## src/rtl/ring_fifo.sv

```systemverilog
// Ring-buffer FIFO with registered status, optional overwrite-oldest on full.
// Optional statistics (drop_count, high_water) enabled by `define RING_FIFO_STATS_EN.
module ring_fifo #(
  parameter int unsigned DATA_WIDTH        = 32,
  parameter int unsigned BUFFER_DEPTH      = 16,
  parameter int unsigned ALMOST_FULL_LEVEL = BUFFER_DEPTH - 2,
  parameter int unsigned OVERWRITE_ON_FULL = 0
) (
  input  logic                                clk,
  input  logic                                res_n,
  input  logic                                flush,
  input  logic [DATA_WIDTH-1:0]               data_in,
  input  logic                                data_in_valid,
  output logic                                full,
  output logic                                almost_full,
  output logic [$clog2(BUFFER_DEPTH+1)-1:0]   level,
  output logic [DATA_WIDTH-1:0]               data_out,
  output logic                                data_out_valid,
  input  logic                                recv_busy,
  output logic                                overflow
`ifdef RING_FIFO_STATS_EN
  ,
  output logic [15:0]                         drop_count,
  output logic [$clog2(BUFFER_DEPTH+1)-1:0]   high_water
`endif
);

  localparam int unsigned LW = $clog2(BUFFER_DEPTH + 1);
  localparam int unsigned PW = $clog2(BUFFER_DEPTH);

  logic [DATA_WIDTH-1:0] mem [BUFFER_DEPTH];
  logic [PW-1:0]         rd_ptr, wr_ptr, rd_ptr_nxt, wr_ptr_nxt;
  logic [LW-1:0]         level_nxt;
  logic                  rd_en_c, wr_en_c, drop_c;

  function automatic logic [PW-1:0] next_ptr(input logic [PW-1:0] p);
    return (p == PW'(BUFFER_DEPTH - 1)) ? '0 : p + PW'(1);
  endfunction

  // Next-state: flush wins; a full write without a read either drops the new
  // word or (overwrite mode) evicts the oldest by advancing both pointers.
  always_comb begin
    rd_en_c    = 1'b0;
    wr_en_c    = 1'b0;
    drop_c     = 1'b0;
    rd_ptr_nxt = rd_ptr;
    wr_ptr_nxt = wr_ptr;
    level_nxt  = level;
    if (flush) begin
      rd_ptr_nxt = '0;
      wr_ptr_nxt = '0;
      level_nxt  = '0;
    end else begin
      rd_en_c = (level != '0) && !recv_busy;
      if (data_in_valid) begin
        if (!full || rd_en_c) begin
          wr_en_c = 1'b1;
        end else begin
          drop_c  = 1'b1;
          wr_en_c = (OVERWRITE_ON_FULL != 0);
        end
      end
      if (rd_en_c || (drop_c && wr_en_c)) rd_ptr_nxt = next_ptr(rd_ptr);
      if (wr_en_c)                        wr_ptr_nxt = next_ptr(wr_ptr);
      if (wr_en_c && !rd_en_c && !drop_c) level_nxt = level + LW'(1);
      else if (rd_en_c && !wr_en_c)       level_nxt = level - LW'(1);
    end
  end

  always_ff @(posedge clk or negedge res_n) begin
    if (!res_n) begin
      rd_ptr         <= '0;
      wr_ptr         <= '0;
      level          <= '0;
      full           <= 1'b0;
      almost_full    <= 1'b0;
      data_out       <= '0;
      data_out_valid <= 1'b0;
      overflow       <= 1'b0;
    end else begin
      rd_ptr         <= rd_ptr_nxt;
      wr_ptr         <= wr_ptr_nxt;
      level          <= level_nxt;
      full           <= (level_nxt == LW'(BUFFER_DEPTH));
      almost_full    <= (level_nxt >= LW'(ALMOST_FULL_LEVEL));
      data_out_valid <= rd_en_c;
      overflow       <= drop_c;
      if (rd_en_c) data_out <= mem[rd_ptr];
    end
  end

  // Storage is intentionally not reset.
  always_ff @(posedge clk) begin
    if (wr_en_c) mem[wr_ptr] <= data_in;
  end

`ifdef RING_FIFO_STATS_EN
  always_ff @(posedge clk or negedge res_n) begin
    if (!res_n) begin
      drop_count <= '0;
      high_water <= '0;
    end else if (flush) begin
      drop_count <= '0;
      high_water <= '0;
    end else begin
      if (drop_c && (drop_count != 16'hFFFF)) drop_count <= drop_count + 16'd1;
      if (level_nxt > high_water)             high_water <= level_nxt;
    end
  end
`endif

endmodule

```

## config.mk

```make
export PLATFORM = sky130hd
export DESIGN_NAME = ring_fifo
export DESIGN_NICKNAME = d
export VERILOG_FILES = /design/src/rtl/ring_fifo.sv
export SDC_FILE = /design/constraint.sdc
export NUM_CORES = 1
export LEC_CHECK = 0
export CORE_MARGIN = 3
export CORE_UTILIZATION = 60
export CTS_CLUSTER_DIAMETER = 80
export DETAILED_ROUTE_END_ITERATION = 8
export GPL_ROUTABILITY_DRIVEN = 1
export HOLD_SLACK_MARGIN = 0.08
export PLACE_DENSITY = 0.86
export SYNTH_ARGS = -nofsm -noshare
export SYNTH_HDL_FRONTEND = slang
export SYNTH_SLANG_ARGS = --single-unit
```

## constraint.sdc

```tcl
create_clock -name clk -period 9.1 [get_ports clk]
set_clock_uncertainty 0.05 [all_clocks]
set_input_delay 1.82 -clock clk [delete_from_list [all_inputs] [get_ports clk]]
set_output_delay 1.82 -clock clk [all_outputs]
set_load 0.005 [all_outputs]
```

==> results of run 1 <==
## cell families (layout without fill, tap and decap cells)
family,after synthesis,after routing
AO/OA/AOI/OAI,83,83
XOR/XNOR,4,4
adder cells (fa/ha/maj),7,7
buffers and inverters,60,191
flip-flops,561,561
multiplexers,198,198
AND/OR/NAND/NOR,65,65
## cells in the mapped netlist, types with 2 or more instances
| cell | instances | area share, % |
|---|---|---|
| mux2_4 | 2 | 0.14 |
| a21o_1 | 32 | 1.1 |
| mux2i_1 | 66 | 3.1 |
| nor3_1 | 3 | 0.070 |
| a21oi_1 | 8 | 0.19 |
| buf_1 | 4 | 0.070 |
| dfrtp_1 | 49 | 5.7 |
| nand3_1 | 5 | 0.12 |
| o22ai_1 | 32 | 0.93 |
| xor2_1 | 3 | 0.12 |
| edfxtp_1 | 512 | 71 |
| o21ai_0 | 6 | 0.14 |
| nor3b_1 | 3 | 0.10 |
| ha_1 | 7 | 0.41 |
| and2_1 | 16 | 0.47 |
| inv_1 | 10 | 0.17 |
| mux4_2 | 128 | 13 |
| mux2_2 | 2 | 0.10 |
| buf_2 | 21 | 0.49 |
| nand2_1 | 13 | 0.23 |
| or3_1 | 2 | 0.058 |
| clkbuf_1 | 25 | 0.44 |
| nor2_1 | 11 | 0.19 |
## worst max-delay path, delay by kind of cell
family	cells	cell delay, ns
simple gates	2	1.34
compound gates	2	0.57
buf+inv	3	1.35
## power by group through the flow
stage / Clock, uW / Sequential [uW] / Combinational (uW)
6_report: 2180 / 3020 / 861
5_1_grt: 2300 / 3040 / 922
4_1_cts: 2210 / 3030 / 875
3_5_place_dp: 0 / 3080 / 853
3_3_place_gp: 0 / 3080 / 818
2_1_floorplan: 0 / 3010 / 572
## through the flow
| stage | setup WS, ns | hold WS (ns) | area, um^2 |
|---|---|---|---|
| finish | 4.455 | 0.4232 | 24450 |
| global route | 4.236 | 0.4479 | 24450 |
| CTS | 4.519 | 0.4300 | 24450 |
| detailed placement | 4.014 | 0.4164 | 22720 |
| global placement | 4.272 | 0.4243 | 22720 |
| floorplan | 5.162 | 0.4238 | 21510 |
## metal layers
metal | vias to the layer above | track usage (%)
met2 | 537 | 40.91
met4 | 0 | 8.239
met5 | - | 0
met1 | 5517 | 33.15
met3 | 110 | 3.640
li1 | 4249 | -
## final cells by class
type / instances / area, um^2 / share of cell area (%)
well taps: 455 / 569.3 / 2.328
repair buffers: 84 / 818.3 / 3.347
clock inverters: 27 / 281.5 / 1.151
multi-input cells: 357 / 4681 / 19.14
inverters: 10 / 37.54 / 0.1535
clock buffers: 70 / 1451 / 5.936
flip-flops and latches: 561 / 16610 / 67.94
## sequential cells by signal, indices dropped and copies added (netlist names)
| register | flops |
|---|---|
| almost_full | 1 |
| mem | 512 |
| full | 1 |
| rd_ptr | 4 |
| data_out | 32 |
| wr_ptr | 4 |
| overflow | 1 |
| data_out_valid | 1 |
| level | 5 |
## path summary, 6_finish.rpt
path | start | to
worst max register to register | level[0] | mem[9][22]
worst max-delay path | flush | data_out[24]
max in group asynchronous | res_n | rd_ptr[1]
min in group asynchronous | res_n | level[3]
worst min register to register | data_out[15] | data_out[15]
worst min-delay path | data_out[15] | data_out[15]
==> reports/qor.csv, run 1 <==
metric,value,unit
p_sw,1410,uW
p_comb_share,14.2,%
core-area,34970,um^2
cpMostUsedCell,inv_1,
path_max_fanout,33,
critical_path_class,in -> reg,
synth_area_per_cell,21.99,um^2
n_fill_cell,2008,
worst_pin_slew,1.179,ns
final_cell_mix,"512 x edfxtp_1, 128 x mux4_2, 76 x clkdlybuf4s50_1",
ys_seq_area_share,77.18,%
fin_setup_tns,0,ns
drcViolationCount,0,
p_clk_share,35.9,%
synthAdderAreaFrac,0.4072,%
min_path_type,reg -> reg,
die_h,195.3,um
drv_cap,0,
path_cells,clkdlybuf4s50_1 > inv_1 > nand3_2 > inv_1 > nand2b_2 > o22ai_1 > a21o_1,
drt_iter0_drc,1221,
pwr-share-seq,49.9,%
area_delta_synth_final,13.67,%
setup_viol,0,
whs_path_depth,1,
reg2reg_slack,5.55,ns
critPathRequiredTime,9.55,ns
grt_pass1_wl,68.93,mm
dr_wl_met2,23.79,mm
worstPathArrival,5.10,ns
met3WireLength,3.119,mm
total_power,6064,uW
layout_min_cycle_time,4.645,ns
highest_layer,met4,
h-tree-depth,2,
netlist_instances,978,
path_clk_slew,0.06,ns
start_util,61.51,%
clk_latency,0.56,ns
fp-row-count,68,
drive_above_1_share,22.36,%
gp_congestion,0.7724,
port_buffers,77,
dieArea,38160,um^2
post_drt_wl_per_cell,29.29,um
synth_top_flop_cell,edfxtp_1,
final_util,69.92,%
root_buffer,clkbuf_16,
grt_pass1_vias,10961,
syn_nets,1022,
synth-xor-area-share,0.1629,%
fin_crit_sh,51.04,%
ir_drop,0.0002051,V
dp_cells,1467,
yosys_register_bits,561,
async_reset_ff_share,8.734,%
grt_setup_unrepaired,false,
synth-compound-area-share,2.577,%
synth_warnings,0,
synth_area,21510,um^2
dr.pass1.iters,5,
r2r.worst_path.cells,7,
final_max_slew_viol_count,0,
hpwl,23.68,mm
synth_top_family_by_area,multiplexers,
crit_slowest_cell,nand3_2,
fmax,0.2153,GHz
relSlewSlack,21.43,%
routed_wl,45.81,mm
nets,1110,
end_kind,flop,
vias,10413,
synth_mux_area_share,16.72,%
clock_path_buffers,3,
grt_max_degree,55,
via_per_inst,6.658,
hold_viol,0,
p_sw_share,23.25,%
fp.dieW,195.3,um
power_density,248.0,nW/um^2
critPathMaxStageDelay,0.79,ns
synth-edff-count,512,
cts_tree,built,
fin_cells,1564,
antenna_found_initial,0,
n_antenna_cell,0,
final_common_cell,edfxtp_1,
overflow,0,
p_int,4654,uW
io_pins,78,
drtAntennaViolNets,0,
outcome,"finished, final reports clean",
cts_setup_buffers,0,
ctsHoldBuffers,0,
wl_met1,17.38,mm
grt_usage,24.24,%
start_kind,input port,
post_cts_resized,0,
synthDistinctLibCells,41,
synth_simple_gate_area_share,1.792,%
power_leakage,0.007849,uW
clkSinkCount,561,
cts_buffers,52,
Note: power is estimated with default switching activity, not from simulation.
==> run 2: changes to the inputs <==
--- a/config.mk
+++ b/config.mk
@@ -6,12 +6,12 @@
 export NUM_CORES = 1
 export LEC_CHECK = 0
 export CORE_MARGIN = 3
-export CORE_UTILIZATION = 60
+export CORE_UTILIZATION = 55
 export CTS_CLUSTER_DIAMETER = 80
 export DETAILED_ROUTE_END_ITERATION = 8
 export GPL_ROUTABILITY_DRIVEN = 1
 export HOLD_SLACK_MARGIN = 0.08
-export PLACE_DENSITY = 0.86
+export PLACE_DENSITY = 0.84
 export SYNTH_ARGS = -nofsm -noshare
 export SYNTH_HDL_FRONTEND = slang
 export SYNTH_SLANG_ARGS = --single-unit
==> constraint.sdc (replaced) <==
create_clock -name clk -period 4 [get_ports clk]
set_clock_uncertainty 0.05 [all_clocks]
set_input_delay 0.8 -clock clk [delete_from_list [all_inputs] [get_ports clk]]
set_output_delay 0.8 -clock clk [all_outputs]
set_load 0.005 [all_outputs]
==> reports/qor.csv, run 2 (same netlist as run 1, synthesis figures left out) <==
metric,value,unit,change
outcome,"finished, final reports clean",,
setup_viol,0,,unchanged
power_density,557.9,nW/um^2,+120%
largest_reg_flops,512,,unchanged
overflow,0,,unchanged
p_clk_share,35.8,%,about the same
met2_usage,39.53,%,-1.4 points
area_delta_synth_final,15.98,%,
fp.dieW,203.8,um,+4.3%
fmax,0.2853,GHz,
top_register,mem,,
path_clk_slew,0.06,ns,about the same
hpwl,27.65,mm,+17%
io_pins,78,,unchanged
grt_max_degree,43,,-22%
placed_area,23210,um^2,+2.2%
clk_latency,0.58,ns,+0.02 ns
vias,10591,,+1.7%
fp-row-count,71,,+4.4%
final_cell_mix,"512 x edfxtp_1, 128 x mux4_2, 76 x clkdlybuf4s50_1",,
ir_drop,0.0004435,V,+120%
worst_pin_slew,0.8511,ns,-0.3274 ns
h-tree-depth,2,,unchanged
p_sw_share,23.78,%,+0.52 points
final_common_cell,edfxtp_1,,
path_cells,inv_1 > ha_1 > nor4b_2 > o21ai_0 > nand3_1 > nor3b_1 > and2_2 > buf_12,,
final_util,65.46,%,-4.5 points
drive_above_1_share,23.95,%,+1.6 points
die_h,203.8,um,+4.3%
cts_buffers,54,,+3.8%
grt_usage,24.45,%,+0.21 points
pwr-share-seq,49.1,%,-0.8 points
start_util,56.44,%,-5.1 points
post_drt_wl_per_cell,29.89,um,+2.0%
p_sw,3309,uW,+130%
final_max_slew_viol_count,0,,unchanged
core-area,38110,um^2,+9.0%
p_int,10610,uW,+130%
via_per_inst,6.415,,-3.7%
total_power,13920,uW,+130%
use_met3,4.852,%,+1.2 points
nets,1138,,+2.5%
fin_crit_sh,87.62,%,
critical_path_class,reg -> reg,,
critPathRequiredTime,4.23,ns,-5.32 ns
power_leakage,0.008044,uW,+2.5%
reg_top3,"mem: 512 flops, data_out: 32 flops, level: 5 flops",,
dieArea,41520,um^2,+8.8%
antenna_found_initial,0,,unchanged
root_buffer,clkbuf_16,,
n_antenna_cell,0,,unchanged
fin_setup_tns,0,ns,unchanged
drcViolationCount,0,,unchanged
drt_iter0_drc,1211,,-0.82%
worstPathArrival,3.73,ns,-1.37 ns
clkSinkCount,561,,unchanged
critPathMaxStageDelay,0.59,ns,-0.20 ns
n_fill_cell,2321,,+16%
relSlewSlack,43.26,%,+22 points
grtUsageMet1,33.84,%,+0.69 points
hold_viol,0,,unchanged
end_kind,flop,,
port_buffers,77,,unchanged
path_max_fanout,21,,-36%
grt_pass1_vias,11200,,+2.2%
layout_min_cycle_time,3.505,ns,
p_comb_share,15.2,%,+1.0 points
crit_slowest_cell,nor3b_1,,
start_kind,flop,,
grt_setup_unrepaired,false,,
ctsHoldBuffers,0,,unchanged
min_path_type,in -> async,,
postLayoutCellArea,24950,um^2,+2.0%
dr.pass1.iters,5,,unchanged
routed_wl,49.34,mm,+7.7%
grt-busiest-layer,met2,,
drtAntennaViolNets,0,,unchanged
drv_cap,0,,unchanged
cts_setup_buffers,0,,unchanged
gp_congestion,0.7601,,-1.6%
clock_path_buffers,3,,unchanged
post_cts_resized,0,,unchanged
cts_tree,built,,
grt_pass1_wl,73.75,mm,+7.0%
-- run 2: worst max-delay path: cells and delay by family (launching register included) --
family	cells	cell delay (ns)
DFF	1	0.43
adders and majority gates	1	0.23
AOI/OAI and AO/OA	1	0.49
and+or+nand+nor	4	1.66
buffers and inverters	2	0.33
-- run 2: power by group through the flow --
| stage | clock, uW | sequential (uW) | combinational, uW |
|---|---|---|---|
| finish | 4980 | 6830 | 2110 |
| global route | 5240 | 6860 | 2250 |
| CTS | 5050 | 6830 | 2130 |
| detailed placement | 0 | 6940 | 2090 |
| global placement | 0 | 6930 | 2030 |
| floorplan | 0 | 6840 | 1300 |
-- run 2: final cells by class --
type | instances | area (um^2) | share of cell area, %
Clock buffer | 62 | 1445 | 5.793
Clock inverter | 40 | 294.0 | 1.179
Tap cell | 511 | 639.4 | 2.563
Multi-Input combinational cell | 357 | 4681 | 18.76
Inverter | 10 | 37.54 | 0.1505
Timing Repair Buffer | 110 | 1239 | 4.965
Sequential cell | 561 | 16610 | 66.59
-- run 2: metrics by stage --
step           instances  worst slack, ns  hold slack [ns]
4_1_cts             1651           0.5614           0.2341
2_1_floorplan        978            1.017           0.4238
3_3_place_gp        1549           0.4091           0.4083
5_1_grt             1651           0.3458           0.2542
6_report            1651           0.4950           0.2275
3_5_place_dp        1549           0.3007           0.4148
-- run 2: worst paths after layout --
kind                                 to  cells after the start          from  slack [ns]
max                          mem[5][25]                      8      level[0]        0.50
min                            overflow                      1         res_n        0.23
max reg2reg                  mem[5][25]                      8      level[0]        0.50
min reg2reg                data_out[26]                      1  data_out[26]        0.42
max in group asynchronous     rd_ptr[0]                      2         res_n        2.77
min in group clk           data_out[26]                      1  data_out[26]        0.42
-- run 2: routing by layer --
layer  vias up  routed length, um
li1       4315                  -
met1      5475              18390
met2       682              24350
met3       119               4951
met4         0               1648
met5         -                  0
